<file path="config.mk">
export PLATFORM = sky130hd
export DESIGN_NAME = fetch_sequencer
export DESIGN_NICKNAME = d
export VERILOG_FILES = /design/src/rtl/fetch_sequencer.sv
export SDC_FILE = /design/constraint.sdc
export NUM_CORES = 1
export LEC_CHECK = 0
export BUFFER_PORTS_ARGS = -buffer_cell sky130_fd_sc_hd__buf_4
export CORE_UTILIZATION = 41
export CTS_BUF_LIST = sky130_fd_sc_hd__clkbuf_8
export DETAILED_ROUTE_END_ITERATION = 10
export MAX_ROUTING_LAYER = met4
export REMOVE_ABC_BUFFERS = 1
export SLEW_MARGIN = 0
export SYNTH_ARGS = -nofsm -noshare
export SYNTH_HDL_FRONTEND = slang
export SYNTH_SLANG_ARGS = --single-unit
</file>
<file path="constraint.sdc">
create_clock -name clk -period 2 [get_ports clk]
set_input_delay 0.6 -clock clk [delete_from_list [all_inputs] [get_ports clk]]
set_output_delay 0.6 -clock clk [all_outputs]
set_load 0.05 [all_outputs]
</file>
<file path="src/rtl/fetch_sequencer.sv">
// fetch_sequencer: phase counter, sync, program counter and circular
// return stack for the TB4004 core; requests are acted on only at the commit edge.
//
// Ports:
//   clk, rstN (async active-low), hold (only with FETCH_SEQ_HOLD_EN),
//   pcLoad/pcNew (jump), push (call), pop (return),
//   cycle (phase), sync (last phase), pcAddr (PC), stackLevel (occupied entries),
//   stackOverflow/stackUnderflow (sticky until reset).
//
// Build option: define FETCH_SEQ_HOLD_EN to add the hold port.
module fetch_sequencer #(
  parameter int ADDR_W = 12,
  parameter int DEPTH  = 3,
  parameter int PHASES = 8,
  localparam int CW = $clog2(PHASES),
  localparam int LW = $clog2(DEPTH + 1)
) (
  input  logic              clk,
  input  logic              rstN,
`ifdef FETCH_SEQ_HOLD_EN
  input  logic              hold,
`endif
  input  logic              pcLoad,
  input  logic [ADDR_W-1:0] pcNew,
  input  logic              push,
  input  logic              pop,
  output logic [CW-1:0]     cycle,
  output logic              sync,
  output logic [ADDR_W-1:0] pcAddr,
  output logic [LW-1:0]     stackLevel,
  output logic              stackOverflow,
  output logic              stackUnderflow
);

  localparam int PW = (DEPTH > 1) ? $clog2(DEPTH) : 1;

  logic [ADDR_W-1:0] stk [DEPTH];
  logic [PW-1:0]     wp;
  logic [PW-1:0]     wp_inc;
  logic [PW-1:0]     wp_dec;
  logic [ADDR_W-1:0] pc_inc;
  logic              last;
  logic              run;
  logic              full;
  logic              empty;

`ifdef FETCH_SEQ_HOLD_EN
  assign run = !hold;
`else
  assign run = 1'b1;
`endif

  assign last   = (cycle == CW'(PHASES - 1));
  assign sync   = last;
  assign pc_inc = pcAddr + 1'b1;
  assign full   = (stackLevel == LW'(DEPTH));
  assign empty  = (stackLevel == '0);

  // Pointer wraps at DEPTH, which need not be a power of two.
  assign wp_inc = (wp == PW'(DEPTH - 1)) ? '0 : wp + 1'b1;
  assign wp_dec = (wp == '0) ? PW'(DEPTH - 1) : wp - 1'b1;

  always_ff @(posedge clk or negedge rstN) begin
    if (!rstN) begin
      cycle          <= '0;
      pcAddr         <= '0;
      wp             <= '0;
      stackLevel     <= '0;
      stackOverflow  <= 1'b0;
      stackUnderflow <= 1'b0;
      for (int i = 0; i < DEPTH; i++) begin
        stk[i] <= '0;
      end
    end else if (run) begin
      cycle <= last ? '0 : cycle + 1'b1;
      if (last) begin
        if (push && pop && !empty) begin
          // Tail call: replace the top return address in place.
          stk[wp_dec] <= pc_inc;
          pcAddr      <= pcNew;
        end else if (push) begin
          // When full, wp already points at the oldest entry.
          stk[wp] <= pc_inc;
          wp      <= wp_inc;
          pcAddr  <= pcNew;
          if (full) begin
            stackOverflow <= 1'b1;
          end else begin
            stackLevel <= stackLevel + 1'b1;
          end
        end else if (pop) begin
          // Empty pop still retreats and returns the stale entry.
          wp     <= wp_dec;
          pcAddr <= stk[wp_dec];
          if (empty) begin
            stackUnderflow <= 1'b1;
          end else begin
            stackLevel <= stackLevel - 1'b1;
          end
        end else if (pcLoad) begin
          pcAddr <= pcNew;
        end else begin
          pcAddr <= pc_inc;
        end
      end
    end
  end

endmodule
</file>
==> reports/metrics.cfg, run 1 <==
[yosys]
synth_cells=292
syn_area_um2=3260
post-synth-top-area-fraction_pct=43.8
synth_compound_area_share_pct=16.7
ys_types=62
avgSynthCellArea_um2=11.2
synth_ff_type=dfrtp_1
synth_top_cell_by_area=dfrtp_1
synthSimpleGateAreaFrac_pct=10.5
synthXorXnorAreaFrac_pct=1.88
synth_edf_count=0
synth_mux_area_share_pct=20.5
yosys-top-cells-area=dfrtp_1 44%, mux2_4 9.2%, mux2i_1 5.2%
synth_top_family_by_area=multiplexers
synth_warnings=0
yosys.area_share.adder_pct=2.30
ys_ff_latch=57
synth-seq-area-share_pct=43.8
async_flop_share_pct=100

[sta]
setup_viol=0
skew_ps=8.95
drv_slew=0
fmax_mhz=505
holdWs_ps=176
rsz0062_at_grt=yes
fin_crit_ps=1980
setup_ws_ps=17.9
max-slew-margin-rel_pct=65.0
final.period_utilization_pct=99.1
hold_violations=0
tightest_slew_ps=523

[die]
rows=32
core_area_um2=7730
pin_count=37
die_y_um=91.2
start_util_pct=42.2
die-area_um2=8310
die_x_um=91.2

[clock_tree]
cts_sinks=57
clockRootBuffer=clkbuf_8
clkSlewWorstSetupHoldPaths_ps=70
tritoncts=yes
clk_latency_ps=350
cts-htree-levels=3
numCtsBuffers=9
cts_max_path_buffers=2
hold_buffers=0

[global_routing]
first_global_vias=2566
grt_pass1_wl_um=14200
overflow=0
track_usage_pct=23.2
grt_antenna_before_repair=0
grt_max_degree=31

[worst_setup_path]
cp-end-kind=primary output
r2r-start=cycle[0]
critPathKind=register to primary output
cp.required_ps=1400
r2r-end=pcAddr[9]
crit_fanout=4
reg2reg_slack_ps=90
cp-start-kind=register
reg2reg_depth=9
worst_ep_arrival_time_ps=1380

[finish]
post-route-util_pct=52.5
area_delta_synth_final_pct=24.6
drive_above_1_share_pct=36.1
final_nets=375
diodes=0
n_fill_cell=717
layout.cells.non_filler=459

[placement]
port_buffers=36
gp_congestion=0.799
dpl.cell_count=439
hpwlAfterDp_um=5930
dp_slack_ps=-219

[route]
drc=0
drt_iter0_drc=176
vias=2573
wl_per_cell_um=18.8
routed_via_density=5.61
dr.pass1.iters=4
drt_wl_total_um=8630
antenna_left=0

[worst_hold_path]
hold_path.class=input pin to asynchronous set/reset pin

[run]
max_cap_viol_count=0

[pwr]
powerDensity_nw_per_um2=1140
ir_worst_vdd_uv=451
power.leakage_nw=1.82
finalPower_mw=4.63

[status]
outcome=finished, final reports clean

## state kept, by name, summed over array words and instances (netlist names)
| name | cells |
|---|---|
| cycle | 3 |
| stackUnderflow | 1 |
| stackLevel | 2 |
| wp | 2 |
| pcAddr | 12 |
| stk | 36 |
| stackOverflow | 1 |
## worst max-delay path by stage
| stage | startpoint | end | slack [ps] | cells after the start |
|---|---|---|---|---|
| finish | cycle[0] | sync | 20 | 4 |
| global route | cycle[1] | pcAddr[9] | -40 | 9 |
| CTS | cycle[0] | sync | 10 | 4 |
| detailed placement | pop | stk[25] | -220 | 5 |
| global placement | pop | stk[25] | -190 | 5 |
| floorplan | cycle[0] | stk[23] | -970 | 5 |
## worst max-delay path: stages (launching register included)
cell and delay [ps]:
dfrtp_1 380, ha_1 200, ha_2 180, buf_6 130, buf_6 140
## timing repair
item                                    CTS  global route
hold endpoints to repair                  0             0
setup buffers                             2             2
endpoints found under the setup margin   22            18
pin swaps                                 0             0
gates resized for setup                   6             4
## through the flow
step / TNS, ps / area [um2]
3_5_place_dp: -2660 / 3800
3_3_place_gp: -2030 / 3800
5_1_grt: -51.4 / 4060
4_1_cts: 0 / 4030
2_1_floorplan: -35390 / 3150
6_report: 0 / 4060
## final cells by class
cell class              count  area (um2)  area share (%)
clock buffers              10         138            3.39
clock inverters             6        57.6            1.42
inverters                   9        33.8           0.832
multi-input cells         207        1720            42.4
flip-flops and latches     57        1430            35.1
well taps                 102         128            3.14
repair buffers             68         556            13.7
## kinds of logic after synthesis
| group | after synthesis |
|---|---|
| compound gates | 79 |
| xor+xnor | 7 |
| fa+ha+maj | 6 |
| buf+inv | 28 |
| flops | 57 |
| mux | 54 |
| simple gates | 61 |
## report_power, final
group	leakage, nW	switching [mW]	internal, mW
Sequential	0.715	0.246	1.49
Clock	0.102	0.497	0.599
Combinational	1.01	0.895	0.904
## layout by cell type (no fill, tap or decap), types with 6 or more instances in the layout
master     Yosys  final
nor2_1        14     14
nand2_1       11     11
nand3_1        6      6
mux2_4        20     20
a21oi_1       12     12
mux2i_1       17     17
clkbuf_8       0     10
dfrtp_1       57     57
mux2_2         6      6
buf_4          2     63
o21ai_0       19     19
o2bb2ai_1      6      6
mux2_1         9      9
inv_1          9      9
## cells in the mapped netlist (3+ instances only)
library cell and count:
buf_1 4, xnor2_1 3, nand2_1 11, clkbuf_1 4
dfrtp_1 57, buf_6 3, o21ai_0 19, nor2_1 14
nand3_1 6, o22ai_1 5, mux2_2 6, a2bb2oi_1 3
nand2b_1 3, xor2_1 4, ha_1 6, a22oi_1 4
o2bb2ai_1 6, mux2_1 9, buf_2 5, a21oi_1 12
mux2i_1 17, a31oi_1 3, inv_1 9, nor2b_1 5
o211ai_1 5, mux2_4 20
## layer usage
metal	vias up	share of wire [%]	GRT usage, %
li1	1202	-	-
met1	1286	46	31.3
met2	73	47	35.3
met3	12	5.4	4.69
met4	0	1.4	7.01
met5	-	0	-
No activity file was read; power rests on OpenSTA's default activity.
==> run 2: changes to the inputs <==
Settings changed: ABC_AREA set to 1.
==> reports/metrics.cfg, run 2 <==
[status]
outcome=finished, final reports clean  ; unchanged

[route]
wl_per_cell_um=15.3  ; was 18.8 um
vias=2793  ; was 2,573
routed_via_density=5.07  ; was 5.61
antenna_left=0  ; unchanged
dr.pass1.iters=4  ; unchanged
drt_iter0_drc=192  ; was 176
drt_wl_total_um=8440  ; was 8630 um
drc=0  ; unchanged

[yosys]
synthSimpleGateAreaFrac_pct=22.0  ; was 10.5%
yosys-top-cells-area=dfrtp_1 44%, nand2_1 12%, o21ai_0 6.7%  ; was dfrtp_1 44%, mux2_4 9.2%, mux2i_1 5.2%
synth_ff_type=dfrtp_1  ; unchanged
avgSynthCellArea_um2=7.96  ; was 11.2 um2
synth_edf_count=0  ; unchanged
synth_top_family_by_area=compound AO/OA/AOI/OAI gates  ; was multiplexers
syn_area_um2=3210  ; was 3260 um2
synth_cells=403  ; was 292
synth_common_cells=106 x nand2_1, 57 x dfrtp_1, 43 x o21ai_0  ; was 57 x dfrtp_1, 20 x mux2_4, 19 x o21ai_0
synth-seq-area-share_pct=44.5  ; was 43.8%
synth_top_cell_by_area=dfrtp_1  ; unchanged
synth_warnings=0  ; unchanged
synth_compound_area_share_pct=22.5  ; was 16.7%
ys_ff_latch=57  ; unchanged
ys_types=35  ; was 62
post-synth-top-area-fraction_pct=44.5  ; was 43.8%
synth_most_common_cell=nand2_1  ; was dfrtp_1
synthXorXnorAreaFrac_pct=1.09  ; was 1.88%
synth_mux_area_share_pct=0  ; was 20.5%
yosys.area_share.adder_pct=2.34  ; was 2.30%
async_flop_share_pct=100  ; unchanged

[sta]
final.period_utilization_pct=96.1  ; was 99.1%
setup-tns-final_ps=0  ; unchanged
drv_slew=0  ; unchanged
setup_viol=0  ; unchanged
rsz0062_at_grt=no  ; was yes
setup_ws_ps=78.5  ; was 17.9 ps
hold_violations=0  ; unchanged
holdWs_ps=219  ; was 176 ps
fin_crit_ps=1920  ; was 1980 ps
skew_ps=8.63  ; was 8.95 ps
tightest_slew_ps=932  ; was 523 ps
max-slew-margin-rel_pct=37.9  ; was 65.0%
fmax_mhz=520  ; was 505 MHz

[run]
max_cap_viol_count=0  ; unchanged

[die]
die-area_um2=8180  ; was 8310 um2
pin_count=37  ; unchanged
start_util_pct=43.3  ; was 42.2%
rows=31  ; was 32
die_y_um=90.5  ; was 91.2 um
die_x_um=90.5  ; was 91.2 um
core_area_um2=7410  ; was 7730 um2

[clock_tree]
numCtsBuffers=9  ; unchanged
cts_setup_buffers=0  ; was 2
clk_latency_ps=340  ; was 350 ps
clkSlewWorstSetupHoldPaths_ps=70  ; about the same
hold_buffers=0  ; unchanged
clockRootBuffer=clkbuf_8  ; unchanged
tritoncts=yes  ; unchanged
cts-htree-levels=3  ; unchanged
cts_sinks=57  ; unchanged
cts_max_path_buffers=2  ; unchanged

[worst_setup_path]
crit_fanout=5  ; was 4
cp-start-kind=register  ; unchanged
critPathKind=register to primary output  ; unchanged
r2r-start=wp[1]  ; was cycle[0]
reg2reg_slack_ps=230  ; was 90 ps
cp.required_ps=1400  ; about the same
reg2reg_depth=9  ; unchanged
cp-end-kind=primary output  ; unchanged
r2r-end=pcAddr[3]  ; was pcAddr[9]
worst_ep_arrival_time_ps=1320  ; was 1380 ps

[global_routing]
grt_antenna_before_repair=0  ; unchanged
overflow=0  ; unchanged
first_global_vias=2618  ; was 2,566
track_usage_pct=22.2  ; was 23.2%
grt_max_degree=58  ; was 31
grt_pass1_wl_um=13600  ; was 14,200 um

[placement]
port_buffers=36  ; unchanged
dp_slack_ps=-4.51  ; was -219 ps
hpwlAfterDp_um=5700  ; was 5930 um
gp_congestion=0.837  ; was 0.799

[pwr]
ir_worst_vdd_uv=547  ; was 451 uV
switching_share_pct=39.4  ; was 35.3%
clock_power_share_pct=24.9  ; was 23.7%
power.leakage_nw=1.92  ; was 1.82 nW
p_int_mw=2.84  ; was 2.99 mW
p_seq_share_pct=38.1  ; was 37.5%
powerDensity_nw_per_um2=1210  ; was 1140 nW/um2
pwr-share-comb_pct=37.0  ; was 38.8%
switchingPower_mw=1.85  ; was 1.64 mW

[finish]
diodes=0  ; unchanged
regMostFlops=stk  ; unchanged
layout.cells.most_common=nand2_1  ; was buf_4
area_delta_synth_final_pct=20.9  ; was 24.6%
seqCellArea_um2=1430  ; unchanged
largest_reg_flops=36  ; unchanged
drive_above_1_share_pct=23.5  ; was 36.1%
top_regs=stk (36), pcAddr (12), cycle (3)  ; unchanged
post-route-util_pct=52.4  ; was 52.5%
mostFrequentLayoutCells=106 x nand2_1, 57 x dfrtp_1, 48 x buf_4, 43 x o21ai_0, 31 x a21oi_1  ; was 63 x buf_4, 57 x dfrtp_1, 20 x mux2_4, 19 x o21ai_0, 17 x mux2i_1
final_nets=471  ; was 375
multi_input_area_um2=1570  ; was 1720 um2
n_fill_cell=715  ; was 717

[worst_hold_path]
hold_path.class=input pin to asynchronous set/reset pin  ; unchanged

==> run 2: cell count changes after synthesis, sizes merged, moves of 12 or more <==
cell | previous run | this run
mux2i | 19 | 0
mux2 | 35 | 0
inv | 9 | 34
nand2 | 11 | 116
a21oi | 12 | 33
o21ai | 21 | 79
nor2 | 16 | 28
==> run 2: area by class of cell <==
| type | count | area share [%] |
|---|---|---|
| clock buffers | 13 | 4.61 |
| flip-flops and latches | 57 | 36.8 |
| multi-input cells | 294 | 40.5 |
| repair buffers | 51 | 10.6 |
| clock inverters | 2 | 0.903 |
| inverters | 35 | 3.45 |
| well taps | 99 | 3.19 |
==> run 2: power groups by stage <==
stage          clock, mW  sequential [mW]  combinational, mW
4_1_cts             1.19             1.78               1.73
3_5_place_dp           0             1.80               1.72
6_report            1.17             1.79               1.74
2_1_floorplan          0             1.98              0.913
3_3_place_gp           0             1.79               1.70
5_1_grt             1.24             1.84               1.93
==> run 2: layer usage <==
layer	part of all wire [%]	wire, um	track usage, %
met1	51	4270	31.9
met2	44	3740	31.1
met3	3.6	303	3.37
met4	1.5	126	9.01
met5	0	0	-
==> run 2: worst max-delay path by stage <==
stage          startpoint         to  slack (ps)
2_1_floorplan    cycle[0]  pcAddr[0]        -500
5_1_grt          cycle[0]       sync          20
4_1_cts          cycle[0]       sync          20
3_3_place_gp        wp[0]  pcAddr[3]           4
3_5_place_dp        wp[1]  pcAddr[2]          -5
6_report         cycle[0]       sync          80
==> run 2: through the flow <==
stage                     instances  instance area, um2  power (mW)
after global routing            551                3880        5.00
after floorplan                 385                3100        2.89
after detailed placement        535                3630        3.51
after global placement          535                3630        3.49
after CTS                       550                3850        4.70
final                           551                3880        4.69
==> run 2: critical path, cell delays in order (launching register included) <==
cell	delay [ps]
dfrtp_1	400
ha_1	240
ha_4	190
buf_6	150
==> run 2: what timing repair did <==
item                                   in CTS  in global routing
cloned                                      0                  1
resized for setup                           2                  3
setup endpoints to repair                   4                  7
pin swaps                                   0                  1
endpoints found under the hold margin       0                  0
==> run 2: logic make-up (layout without fill, tap and decap cells) <==
group,Yosys count,count (layout)
and+or+nand+nor,163,163
buffers and inverters,53,101
DFF,57,57
adders and majority gates,6,6
AOI/OAI and AO/OA,120,121
xor gates and xnor gates,4,4
==> run 3: changes to the inputs <==
Settings changed: CORE_MARGIN set to 2, TNS_END_PERCENT set to 100.
==> reports/metrics.cfg, run 3 (same netlist as run 2, synthesis figures left out) <==
[status]
outcome=finished, final reports clean  ; unchanged

[die]
die-area_um2=8550  ; was 8180 um2
pin_count=37  ; unchanged
start_util_pct=42.0  ; was 43.3%
die_y_um=92.5  ; was 90.5 um
die_x_um=92.5  ; was 90.5 um
core_area_um2=7650  ; was 7410 um2
rows=32  ; was 31

[placement]
gp_congestion=0.853  ; was 0.837
dp_slack_ps=21.0  ; was -4.51 ps
port_buffers=36  ; unchanged
dpl.cell_count=537  ; was 535
hpwlAfterDp_um=5770  ; was 5700 um

[sta]
skew_ps=5.85  ; was 8.63 ps
fmax_mhz=512  ; was 520 MHz
setup_ws_ps=46.5  ; was 78.5 ps
final.period_utilization_pct=97.7  ; was 96.1%
tightest_slew_ps=746  ; was 932 ps
drv_slew=0  ; unchanged
max-slew-margin-rel_pct=50.3  ; was 37.9%
fin_crit_ps=1950  ; was 1920 ps
hold_violations=0  ; unchanged
setup_viol=0  ; unchanged

[finish]
layout.cells.non_filler=556  ; was 551
largest_reg_flops=36  ; unchanged
top_regs=stk (36), pcAddr (12), cycle (3)  ; unchanged
diodes=0  ; unchanged
drive_above_1_share_pct=24.0  ; was 23.5%
final_nets=472  ; was 471
area_delta_synth_final_pct=21.2  ; was 20.9%
layout.cells.most_common=nand2_1  ; unchanged
regMostFlops=stk  ; unchanged
mostFrequentLayoutCells=106 x nand2_1, 57 x dfrtp_1, 48 x buf_4, 42 x o21ai_0, 31 x a21oi_1  ; was 106 x nand2_1, 57 x dfrtp_1, 48 x buf_4, 43 x o21ai_0, 31 x a21oi_1
n_fill_cell=744  ; was 715

[clock_tree]
cts-htree-levels=3  ; unchanged
tritoncts=yes  ; unchanged
cts_max_path_buffers=2  ; unchanged
clockRootBuffer=clkbuf_8  ; unchanged
numCtsBuffers=9  ; unchanged
hold_buffers=0  ; unchanged
cts_sinks=57  ; unchanged
clkSlewWorstSetupHoldPaths_ps=70  ; about the same
clk_latency_ps=340  ; about the same

[route]
antenna_left=0  ; unchanged
vias=2816  ; was 2,793
drt_iter0_drc=205  ; was 192
wl_per_cell_um=15.1  ; was 15.3 um
drc=0  ; unchanged
dr.pass1.iters=4  ; unchanged
routed_via_density=5.06  ; was 5.07
drt_wl_total_um=8390  ; was 8440 um

[pwr]
powerDensity_nw_per_um2=1200  ; was 1210 nW/um2
power.leakage_nw=1.92  ; about the same
finalPower_mw=4.67  ; was 4.69 mW
ir_worst_vdd_uv=443  ; was 547 uV

[worst_setup_path]
crit_fanout=9  ; was 5
crit_slowest_cell=dfrtp_1  ; unchanged
cp.required_ps=1400  ; about the same
max_stage_delay_ps=400  ; about the same
cp-end-kind=primary output  ; unchanged
path_buf_inv=1  ; unchanged
cp-start-kind=register  ; unchanged
worst_ep_arrival_time_ps=1350  ; was 1320 ps
reg2reg_depth=11  ; was 9
worstPathCellList=ha_1, ha_4, buf_6  ; unchanged
r2r-start=wp[0]  ; was wp[1]
crit_family=adder cells  ; unchanged
r2r-end=pcAddr[5]  ; was pcAddr[3]
reg2reg_slack_ps=160  ; was 230 ps
critPathKind=register to primary output  ; unchanged

[global_routing]
overflow=0  ; unchanged
grt_pass1_wl_um=13900  ; was 13,600 um
first_global_vias=2683  ; was 2,618
track_usage_pct=21.5  ; was 22.2%
grt_max_degree=58  ; unchanged
grt_antenna_before_repair=0  ; unchanged

[run]
max_cap_viol_count=0  ; unchanged

[worst_hold_path]
hold_path.class=input pin to asynchronous set/reset pin  ; unchanged

[run 3: changes by cell type in the layout (fill, tap and decap cells not counted), sizes merged]
cell      delta
clkinv       +3
buf          +1
clkbuf       -2
clkinvlp     +1
inv          -1
[run 3: layout make-up]
cell class,instances,area (um2),share of cell area [%]
multi-input combinational,294,1570,40.3
clock buffer,11,151,3.89
inverter,35,138,3.54
timing repair buffer,52,423,10.9
clock inverter,5,53.8,1.38
sequential,57,1430,36.7
tap,102,128,3.28
[run 3: what timing repair did]
item | 4_1_cts | 5_1_grt
gates resized for setup | 4 | 4
pin swaps | 0 | 1
setup buffers | 0 | 2
gates cloned | 0 | 1
setup endpoints to repair | 4 | 22
[run 3: worst reg2reg max path, stage by stage, from the launching register on]
cell and delay [ps]:
dfrtp_1 390, inv_1 100, ha_1 230, buf_6 150
clkinvlp_4 130, buf_4 190, nor2_1 80, o21ai_0 110
a21oi_1 160, nand2_1 70, nand2_1 70, nand2_1 50
[run 3: worst max path at each step]
stage             start         end  cells after the start
2_1_floorplan  cycle[0]   pcAddr[0]                      6
6_report       cycle[0]        sync                      3
3_3_place_gp      wp[0]   pcAddr[0]                      7
5_1_grt           wp[0]  pcAddr[10]                     11
3_5_place_dp      wp[0]  pcAddr[10]                      9
4_1_cts        cycle[0]        sync                      3
[run 3: metal layers]
layer	GRT usage, %	share of wire (%)	wire length (um)	vias up
li1	-	-	-	1415
met1	30.5	49	4130	1327
met2	31.6	46	3860	67
met3	3.91	4.1	343	7
met4	6.22	0.77	65	0
met5	-	0	0	-
[run 3: metrics by stage]
step	hold slack, ps	setup TNS [ps]	util (%)	area, um2
6_report	313	0	50.9	3890
5_1_grt	382	-0.949	50.9	3890
4_1_cts	345	0	50.2	3840
3_5_place_dp	453	0	47.3	3610
3_3_place_gp	452	-5.98	47.3	3610
2_1_floorplan	304	-17000	-	3100
[run 3: power breakdown]
| group | leakage (nW) | total [mW] | switching, mW | internal, mW |
|---|---|---|---|---|
| clock | 0.109 | 1.12 | 0.484 | 0.638 |
| sequential | 0.707 | 1.79 | 0.276 | 1.51 |
| combinational | 1.10 | 1.76 | 1.11 | 0.642 |
